### src/rtl/vga_timing_gen.sv
// vga_timing_gen: pixel-rate VGA raster counters with registered, zero-skew sync/active/frame-start.
// Define VGA_TIMING_FRAMECNT_EN to enable the oFrameCount completed-frame counter.
module vga_timing_gen #(
  parameter int CLK_DIV = 4,
  parameter int WIDTH   = 640,
  parameter int H_FP    = 16,
  parameter int H_PW    = 96,
  parameter int H_BP    = 48,
  parameter int HEIGHT  = 480,
  parameter int V_FP    = 10,
  parameter int V_PW    = 2,
  parameter int V_BP    = 33
) (
  input  logic        iClk,
  input  logic        iRst,
  output logic        oPixTick,
  output logic [9:0]  oCountH,
  output logic [9:0]  oCountV,
  output logic        oHS,
  output logic        oVS,
  output logic        oActive,
  output logic        oFrameStart,
  output logic [15:0] oFrameCount
);
  localparam int H_TOTAL = WIDTH + H_FP + H_PW + H_BP;
  localparam int V_TOTAL = HEIGHT + V_FP + V_PW + V_BP;
  localparam int PW = CLK_DIV > 1 ? $clog2(CLK_DIV) : 1;
  if (H_TOTAL > 1024 || V_TOTAL > 1024 || CLK_DIV < 1) begin : g_bad_cfg
    $error("vga_timing_gen: H/V totals must be <= 1024 and CLK_DIV >= 1");
  end
  logic [PW-1:0] pre;
  logic          tick, h_wrap, v_wrap;
  logic [9:0]    h_nxt, v_nxt;
  always_comb begin
    tick   = pre == PW'(CLK_DIV - 1);
    h_wrap = tick && oCountH == 10'(H_TOTAL - 1);
    v_wrap = h_wrap && oCountV == 10'(V_TOTAL - 1);
    h_nxt  = h_wrap ? 10'd0 : oCountH + 10'(tick);
    v_nxt  = v_wrap ? 10'd0 : oCountV + 10'(h_wrap);
  end
  // Flags are decoded from the next counts so they land on the same edge as the counters.
  always_ff @(posedge iClk or negedge iRst) begin
    if (!iRst) begin
      pre         <= '0;
      oCountH     <= '0;
      oCountV     <= '0;
      oHS         <= 1'b1;
      oVS         <= 1'b1;
      oActive     <= 1'b1;
      oPixTick    <= 1'b0;
      oFrameStart <= 1'b0;
    end else begin
      pre         <= tick ? '0 : pre + PW'(1);
      oCountH     <= h_nxt;
      oCountV     <= v_nxt;
      oHS         <= !(h_nxt >= 10'(WIDTH + H_FP) && h_nxt <= 10'(WIDTH + H_FP + H_PW - 1));
      oVS         <= !(v_nxt >= 10'(HEIGHT + V_FP) && v_nxt <= 10'(HEIGHT + V_FP + V_PW - 1));
      oActive     <= h_nxt < 10'(WIDTH) && v_nxt < 10'(HEIGHT);
      oPixTick    <= tick;
      oFrameStart <= v_wrap;
    end
  end
`ifdef VGA_TIMING_FRAMECNT_EN
  logic [15:0] frame_cnt;
  always_ff @(posedge iClk or negedge iRst) begin
    if (!iRst) frame_cnt <= '0;
    else frame_cnt <= frame_cnt + 16'(v_wrap);
  end
  assign oFrameCount = frame_cnt;
`else
  assign oFrameCount = 16'h0000;
`endif
endmodule

### config.mk
export PLATFORM = sky130hd
export DESIGN_NAME = vga_timing_gen
export DESIGN_NICKNAME = d
export VERILOG_FILES = /design/src/rtl/vga_timing_gen.sv
export SDC_FILE = /design/constraint.sdc
export NUM_CORES = 1
export LEC_CHECK = 0
export ABC_AREA = 1
export CAP_MARGIN = 20
export CORE_AREA = 2 2 62 64
export CTS_BUF_LIST = sky130_fd_sc_hd__clkbuf_16
export DETAILED_ROUTE_END_ITERATION = 16
export DIE_AREA = 0 0 64 66
export PLACE_DENSITY = 0.78
export SLEW_MARGIN = 20
export SYNTH_ARGS = -nofsm -noshare
export SYNTH_HDL_FRONTEND = slang
export SYNTH_SLANG_ARGS = --single-unit
### constraint.sdc
create_clock -name iClk -period 2.8 [get_ports iClk]
set_clock_uncertainty 0.2 [all_clocks]
set_input_delay 0.56 -clock iClk [delete_from_list [all_inputs] [get_ports iClk]]
set_output_delay 0.56 -clock iClk [all_outputs]
set_load 0.02 [all_outputs]
==> results of run 1 <==
-- report_power, final --
group / internal, mW / total [mW] / switching, mW
logic: 0.00213 / 0.0281 / 0.0260
registers: 0.390 / 0.390 / 0
clock network: 0.193 / 0.324 / 0.131
total: 0.585 / 0.742 / 0.157
-- logic make-up after synthesis --
group                      after synthesis  share of synthesized area [%]
and+or+nand+nor                        129                           36.4
buffers and inverters                   49                           14.5
DFF                                     27                           40.3
AOI/OAI and AO/OA                        7                           2.67
adders and majority gates                6                           4.45
xor gates and xnor gates                 3                           1.56
other                                    1                          0.222
-- per-layer routing --
metal / track usage (%) / vias to the layer above / wire [µm]
met5: 0 / - / 0
met1: 23.6 / 643 / 1590
met3: 2.90 / 8 / 164
met2: 29.7 / 55 / 1650
met4: 8.42 / 0 / 78
li1: - / 716 / -
-- flip-flops by register name, summed over array words and instances (netlist names) --
register	count
oCountH	10
oCountV	10
pre	2
oActive	1
oFrameStart	1
oHS	1
oPixTick	1
oVS	1
-- through the flow --
step | cell area [µm²] | cells | hold WS (ns) | total power, mW
3_5_place_dp | 1950 | 296 | 0.221 | 0.426
5_1_grt | 2030 | 300 | 0.258 | 0.772
6_report | 2030 | 300 | 0.229 | 0.742
4_1_cts | 2030 | 300 | 0.230 | 0.751
2_1_floorplan | 1740 | 237 | 0.0644 | 0.433
3_3_place_gp | 1950 | 296 | 0.212 | 0.426
-- critical path: stages (launching register included) --
cell,delay (ns)
dfrtp_1,0.35
ha_2,0.22
nand2_1,0.07
nor2_2,0.19
nand3_1,0.18
inv_1,0.12
ha_1,0.15
ha_1,0.17
nand2_1,0.08
nor2_1,0.17
inv_1,0.10
a21oi_1,0.15
nand4_1,0.12
nor2_1,0.11
nand2_1,0.05
-- placed cells by master (no fill, tap or decap), drive strengths merged --
| cell | instances |
|---|---|
| or2 | 1 |
| ha | 6 |
| xor2 | 3 |
| nand3b | 1 |
| buf | 1 |
| nand2 | 59 |
| dfstp | 3 |
| inv | 33 |
| clkbuf | 3 |
| a21oi | 2 |
| conb | 16 |
| o21ai | 4 |
| clkdlybuf4s50 | 26 |
| clkinv | 1 |
| nand3 | 18 |
| o21bai | 1 |
| nor2 | 40 |
| dfrtp | 24 |
| nand4 | 5 |
| nor3 | 5 |
-- layout make-up --
type / count / area (µm²) / share of cell area, %
flip-flops and latches: 27 / 679 / 33.4
clock buffers: 3 / 75.1 / 3.69
multi-input cells: 161 / 823 / 40.5
well taps: 48 / 60.1 / 2.95
inverters: 33 / 124 / 6.09
clock inverters: 1 / 5.00 / 0.246
repair buffers: 27 / 268 / 13.2
-- how the worst min path moves through the flow --
| stage | endpoint | slack (ns) | depth (start not counted) |
|---|---|---|---|
| after floorplan | oCountH[0] | 0.06 | 0 |
| after global placement | pre[0] | 0.21 | 1 |
| after detailed placement | pre[0] | 0.22 | 1 |
| after CTS | pre[0] | 0.23 | 1 |
| after global routing | pre[0] | 0.26 | 1 |
| final | pre[0] | 0.23 | 1 |
-- repair_timing --
action / 4_1_cts / 5_1_grt
setup buffers: 0 / 0
setup endpoints to repair: 0 / 1
endpoints found under the hold margin: 0 / 0
resized for setup: 0 / 1
==> results.md, run 1 <==
* Vias at 1422
* Worst Setup End Kind: register
* Synth area leader: dfrtp_1
* WL final at around 3500 µm
* Status: completed
* PD cells at approximately 360 nW/µm²
* Pleak at around 1 nW
* Setup_tns at 0 ns
* Register area share after synthesis at about two fifths
* Max Clk Rate at 398 MHz
* Pre-CTS WS at slightly above 0.3 ns
* Crit share post-route at between 80 and 90%
* Post-synth top area share at a little over a third
* Std cell rows at 22
* DR iter-0 viols at between 60 and 70
* Layout cell share with drive strength beyond 1 at 12.7%
* Post-synthesis register bit count at 27
* Dominant synthesized flop cell: dfrtp_1
* Mapped Cells at roughly 220
* Final ANT Viol Nets at 0
* Die Footprint at ~4200 µm²
* CTS Root Cell: clkbuf_16
* Port buffer count at 26
* Mapped cell area at approximately 1700 µm²
* Avg Cell Area, Syn at about 7.6 µm²
* Gr ovfl total at 0
* Worst EP arrival at ~2.5 ns
* Nets at 261
* CTS tree: built
* Worst VDD drop at between 200 and 250 µV
* MaxCap Viol Count at 0
* H-Tree Depth at 1
* Reg2reg setup slack at approximately 0.29 ns
* Initial antenna violation count at 0
* First-pass GRT wire length at 5810 µm
* Worst skew pair latency at between 0.2 and 0.3 ns
* Ports at 43
* Final Hold Viols at 0
* Via count of the first global-routing pass at about 1300
* Area Growth Syn to Fin at 20.5%
* Most common cell in the netlist: nand2_1
* Critical Path RT at around 2.8 ns
* Largest net degree at the start of global routing at 28
* Clock sink count at 27
* Post-DP HPWL at roughly 2700 µm
* Area of the core at 3550 µm²
* Reg-to-reg startpoint: pre[0]
* Min-delay src: pre[0]
* Via/cell ratio at approximately 4.7
* Ant. Diodes at 0
* Slew Viols, Final at 0
* RePlAce Congestion at between 0.9 and 1
* Max Root-Sink Buffers at 2
* CP endpoint: oVS
* # DRC at 0
* Fillers at around 320
* Synth unique cells at 27
* Setup crit start kind: register
* Gr usage total at about 18%
* Number of buffers created by CTS at 3
* Initial DRT Pass Iterations at 4
* Die width at 64 µm
* Die Ht at approximately 66 µm
* Yosys warnings at 0
* Final Core Density at between 50% and 60%
* Asr flop ratio synth at 100%
* Hold WC Path Type: reg2reg
* Clock transition at path regs at roughly 0.070 ns
* Crit path time final at roughly 2.5 ns
* # hold bufs at CTS at 0
* Worst r2r dst: oVS
* Worst setup path startpoint: pre[0]
* Post-synth top cells: nand2_1 (55), inv_1 (31), nor2_1 (30)
* R2R cell count at 14
* Count of final setup violators at 0
* RSZ-0062 raised after global routing: no
* Routed wire length per instance at 11.6 µm
* Largest cells by area after synthesis: dfrtp_1 (36%), nand2_1 (12%), buf_4 (7.1%), inv_1 (6.9%), nor2_1 (6.7%)
* Setup slack after layout at about 0.29 ns
* Initial core utilization at 47.5%
* EDFF count, synth at 0
* Crit path max fanout at 5
* Crit path kind: reg2reg
(Power assumes the default switching activity.)
==> run 2: changes to the inputs <==
CORE_AREA = 2 2 61 63   (was 2 2 62 64)
CTS_BUF_LIST = sky130_fd_sc_hd__clkbuf_8   (was sky130_fd_sc_hd__clkbuf_16)
DIE_AREA = 0 0 63 65   (was 0 0 64 66)
PLACE_DENSITY = 0.8   (was 0.78)
==> run 2 against run 1 <==
  * Sequential cell count stayed put
  * Combinational power hardly changed
  * Global-route usage is 0.30 points lower
  * Clock power down 33%
==> results.md, run 2 (synthesized netlist as in run 1, its figures left out) <==
* Status: completed (unchanged)
* First-pass GRT wire length at 5780 µm (was 5810 µm)
* Gr usage total at 17.9% (was 18.2%)
* Via count of the first global-routing pass at 1281 (was 1270)
* Critical path, cell by cell: ha_2 > nand2_1 > nor2_2 > nand3_1 > inv_1 > ha_1 > ha_1 > nand2_1 > nor2_1 > nand2_1 > nand2_1 > o21ai_1 > inv_1 > nand3_1 > nor2_1 > nand2_1 (was ha_2 > nand2_1 > nor2_2 > nand3_1 > inv_1 > ha_1 > ha_1 > nand2_1 > nor2_1 > inv_1 > a21oi_1 > nand4_1 > nor2_1 > nand2_1)
* MaxCap Viol Count at 0 (unchanged)
* Setup slack after layout at 0.311 ns (was 0.287 ns)
* Worst VDD drop at 339 µV (was 218 µV)
* Clock transition at path regs at 0.09 ns (was 0.07 ns)
* Initial core utilization at 48.3% (was 47.5%)
* Gr ovfl total at 0 (unchanged)
* Max Clk Rate at 402 MHz (was 398 MHz)
* Die width at 63 µm (was 64 µm)
* Largest net degree at the start of global routing at 28 (unchanged)
* Die Ht at 65 µm (was 66 µm)
* Final Hold Viols at 0 (unchanged)
* Clock power share at 34.2% (was 43.6%)
* # DRC at 0 (unchanged)
* Initial DRT Pass Iterations at 4 (unchanged)
* Post-DP HPWL at 2650 µm (was 2680 µm)
* GR met1 Demand/Resource at 24.9% (was 23.6%)
* Setup crit start kind: register (unchanged)
* Ant. Diodes at 0 (unchanged)
* Layout cell share with drive strength beyond 1 at 12.6% (was 12.7%)
* Worst EP arrival at 2.49 ns (was 2.51 ns)
* Sequential share of power at 61.4% (was 52.6%)
* Pleak at 0.993 nW (was 1.00 nW)
* CTS Root Cell: clkbuf_8 (was clkbuf_16)
* Die Footprint at 4100 µm² (was 4220 µm²)
* Worst skew pair latency at 0.27 ns (was 0.26 ns)
* Met3 GRT Util at 2.60% (was 2.90%)
* Clock sink count at 27 (unchanged)
* Crit path max fanout at 5 (unchanged)
* WL final at 3360 µm (was 3480 µm)
* Pint at 0.490 mW (was 0.585 mW)
* Area of the core at 3500 µm² (was 3550 µm²)
* Final ANT Viol Nets at 0 (unchanged)
* Std cell rows at 22 (unchanged)
* Pre-CTS WS at 0.322 ns (was 0.308 ns)
* Hold WC Path Type: reg2reg (unchanged)
* Commonest non-fill, non-tap cells in the layout: nand2_1 (55), inv_1 (32), nor2_1 (30), clkdlybuf4s50_1 (26), dfrtp_1 (24) (was nand2_1 (55), inv_1 (31), nor2_1 (30), clkdlybuf4s50_1 (26), dfrtp_1 (24))
* Most common cell on crit path: nand2_1 (unchanged)
* Slew Viols, Final at 0 (unchanged)
* # hold bufs at CTS at 0 (unchanged)
* Setup_tns at 0 ns (unchanged)
* CP max-delay cell: dfrtp_1 (unchanged)
* Port buffer count at 26 (unchanged)
* R2R cell count at 16 (was 14)
* Regs by FF count: oCountH: 10 flops, oCountV: 10 flops, pre: 2 flops (unchanged)
* CTS tree: built (unchanged)
* Routed wire length per instance at 11.2 µm (was 11.6 µm)
* H-Tree Depth at 1 (unchanged)
* Initial antenna violation count at 0 (unchanged)
* Max Root-Sink Buffers at 2 (unchanged)
* WHS Path Cells at 1 (unchanged)
* Met2 GRT Util at 29.0% (was 29.7%)
* Nets at 262 (was 261)
* Crit path kind: reg2reg (unchanged)
* Crit share post-route at 88.9% (was 89.8%)
* RSZ-0062 raised after global routing: no (unchanged)
* Area Growth Syn to Fin at 18.9% (was 20.5%)
* PD cells at 317 nW/µm² (was 365 nW/µm²)
* Combinational fraction of design power at 4.5% (was 3.8%)
* Via/cell ratio at 4.59 (was 4.74)
* DR iter-0 viols at 43 (was 62)
* Vias at 1381 (was 1422)
* Critical Path RT at 2.80 ns (was 2.79 ns)
* Sw Ratio at 22.8% (was 21.1%)
* Ports at 43 (unchanged)
* Worst Setup End Kind: register (unchanged)
* Crit path time final at 2.49 ns (was 2.51 ns)
* Switching Power at 0.145 mW (was 0.157 mW)
* Commonest non-fill, non-tap cell in the layout: nand2_1 (unchanged)
* Count of final setup violators at 0 (unchanged)
* Top Usage Layer GRT: met2 (unchanged)
* RePlAce Congestion at 0.931 (was 0.958)
* Largest stage delay on the critical path at 0.36 ns (was 0.35 ns)
* Number of buffers created by CTS at 3 (unchanged)
-- run 2: cell types whose count changed in the layout (fill, tap and decap cells not counted), sizes merged --
cell	change
clkinv	-1
buf	+1
inv	+1
-- run 2: metrics by stage --
step           utilization, %  cells  hold slack (ns)  total power [mW]  instance area, µm²
6_report                 57.4    301            0.236             0.635                2010
5_1_grt                  57.4    301            0.255             0.652                2010
4_1_cts                  57.3    301            0.233             0.640                2000
3_5_place_dp             56.0    297            0.220             0.426                1960
3_3_place_gp             56.0    297            0.212             0.426                1960
2_1_floorplan               -    237           0.0644             0.433                1740
-- run 2: critical path: cells and delay by family (launching register included) --
family | cells | cell delay (ns)
buffers and inverters | 2 | 0.19
adders and majority gates | 3 | 0.55
and+or+nand+nor | 10 | 1.07
DFF | 1 | 0.36
AOI/OAI and AO/OA | 1 | 0.06
-- run 2: worst paths after layout --
kind | startpoint | endpoint | slack (ns)
max | pre[0] | oVS | 0.31
min | pre[0] | pre[0] | 0.24
max reg2reg | pre[0] | oVS | 0.31
min reg2reg | pre[0] | pre[0] | 0.24
max in group asynchronous | iRst | oActive | 1.65
min in group asynchronous | iRst | oCountH[8] | 0.45
-- run 2: routing by layer --
layer  wire length, µm  part of all wire (%)  up-vias
met4                38                   1.1        0
met5                 0                     0        -
li1                  -                     -      718
met2              1580                    47       26
met1              1650                    49      633
met3                90                   2.7        4
-- run 2: power groups by stage --
stage,logic (mW),clock network [mW],registers (mW)
after floorplan,0.0357,0,0.397
after global placement,0.0285,0,0.397
after detailed placement,0.0287,0,0.397
after CTS,0.0286,0.222,0.390
after global routing,0.0313,0.231,0.390
final,0.0284,0.217,0.390
-- run 2: repair_timing --
action                     CTS  global route
setup buffers                0             0
setup endpoints to repair    0             2
resized for setup            0             1
-- run 2: cell type report --
| type | count | area (µm²) |
|---|---|---|
| timing repair buffer | 28 | 275 |
| multi-input combinational | 161 | 823 |
| inverter | 33 | 124 |
| clock inverter | 1 | 3.75 |
| tap | 48 | 60.1 |
| clock buffer | 3 | 41.3 |
| sequential | 27 | 679 |
| fill | 357 | 1490 |
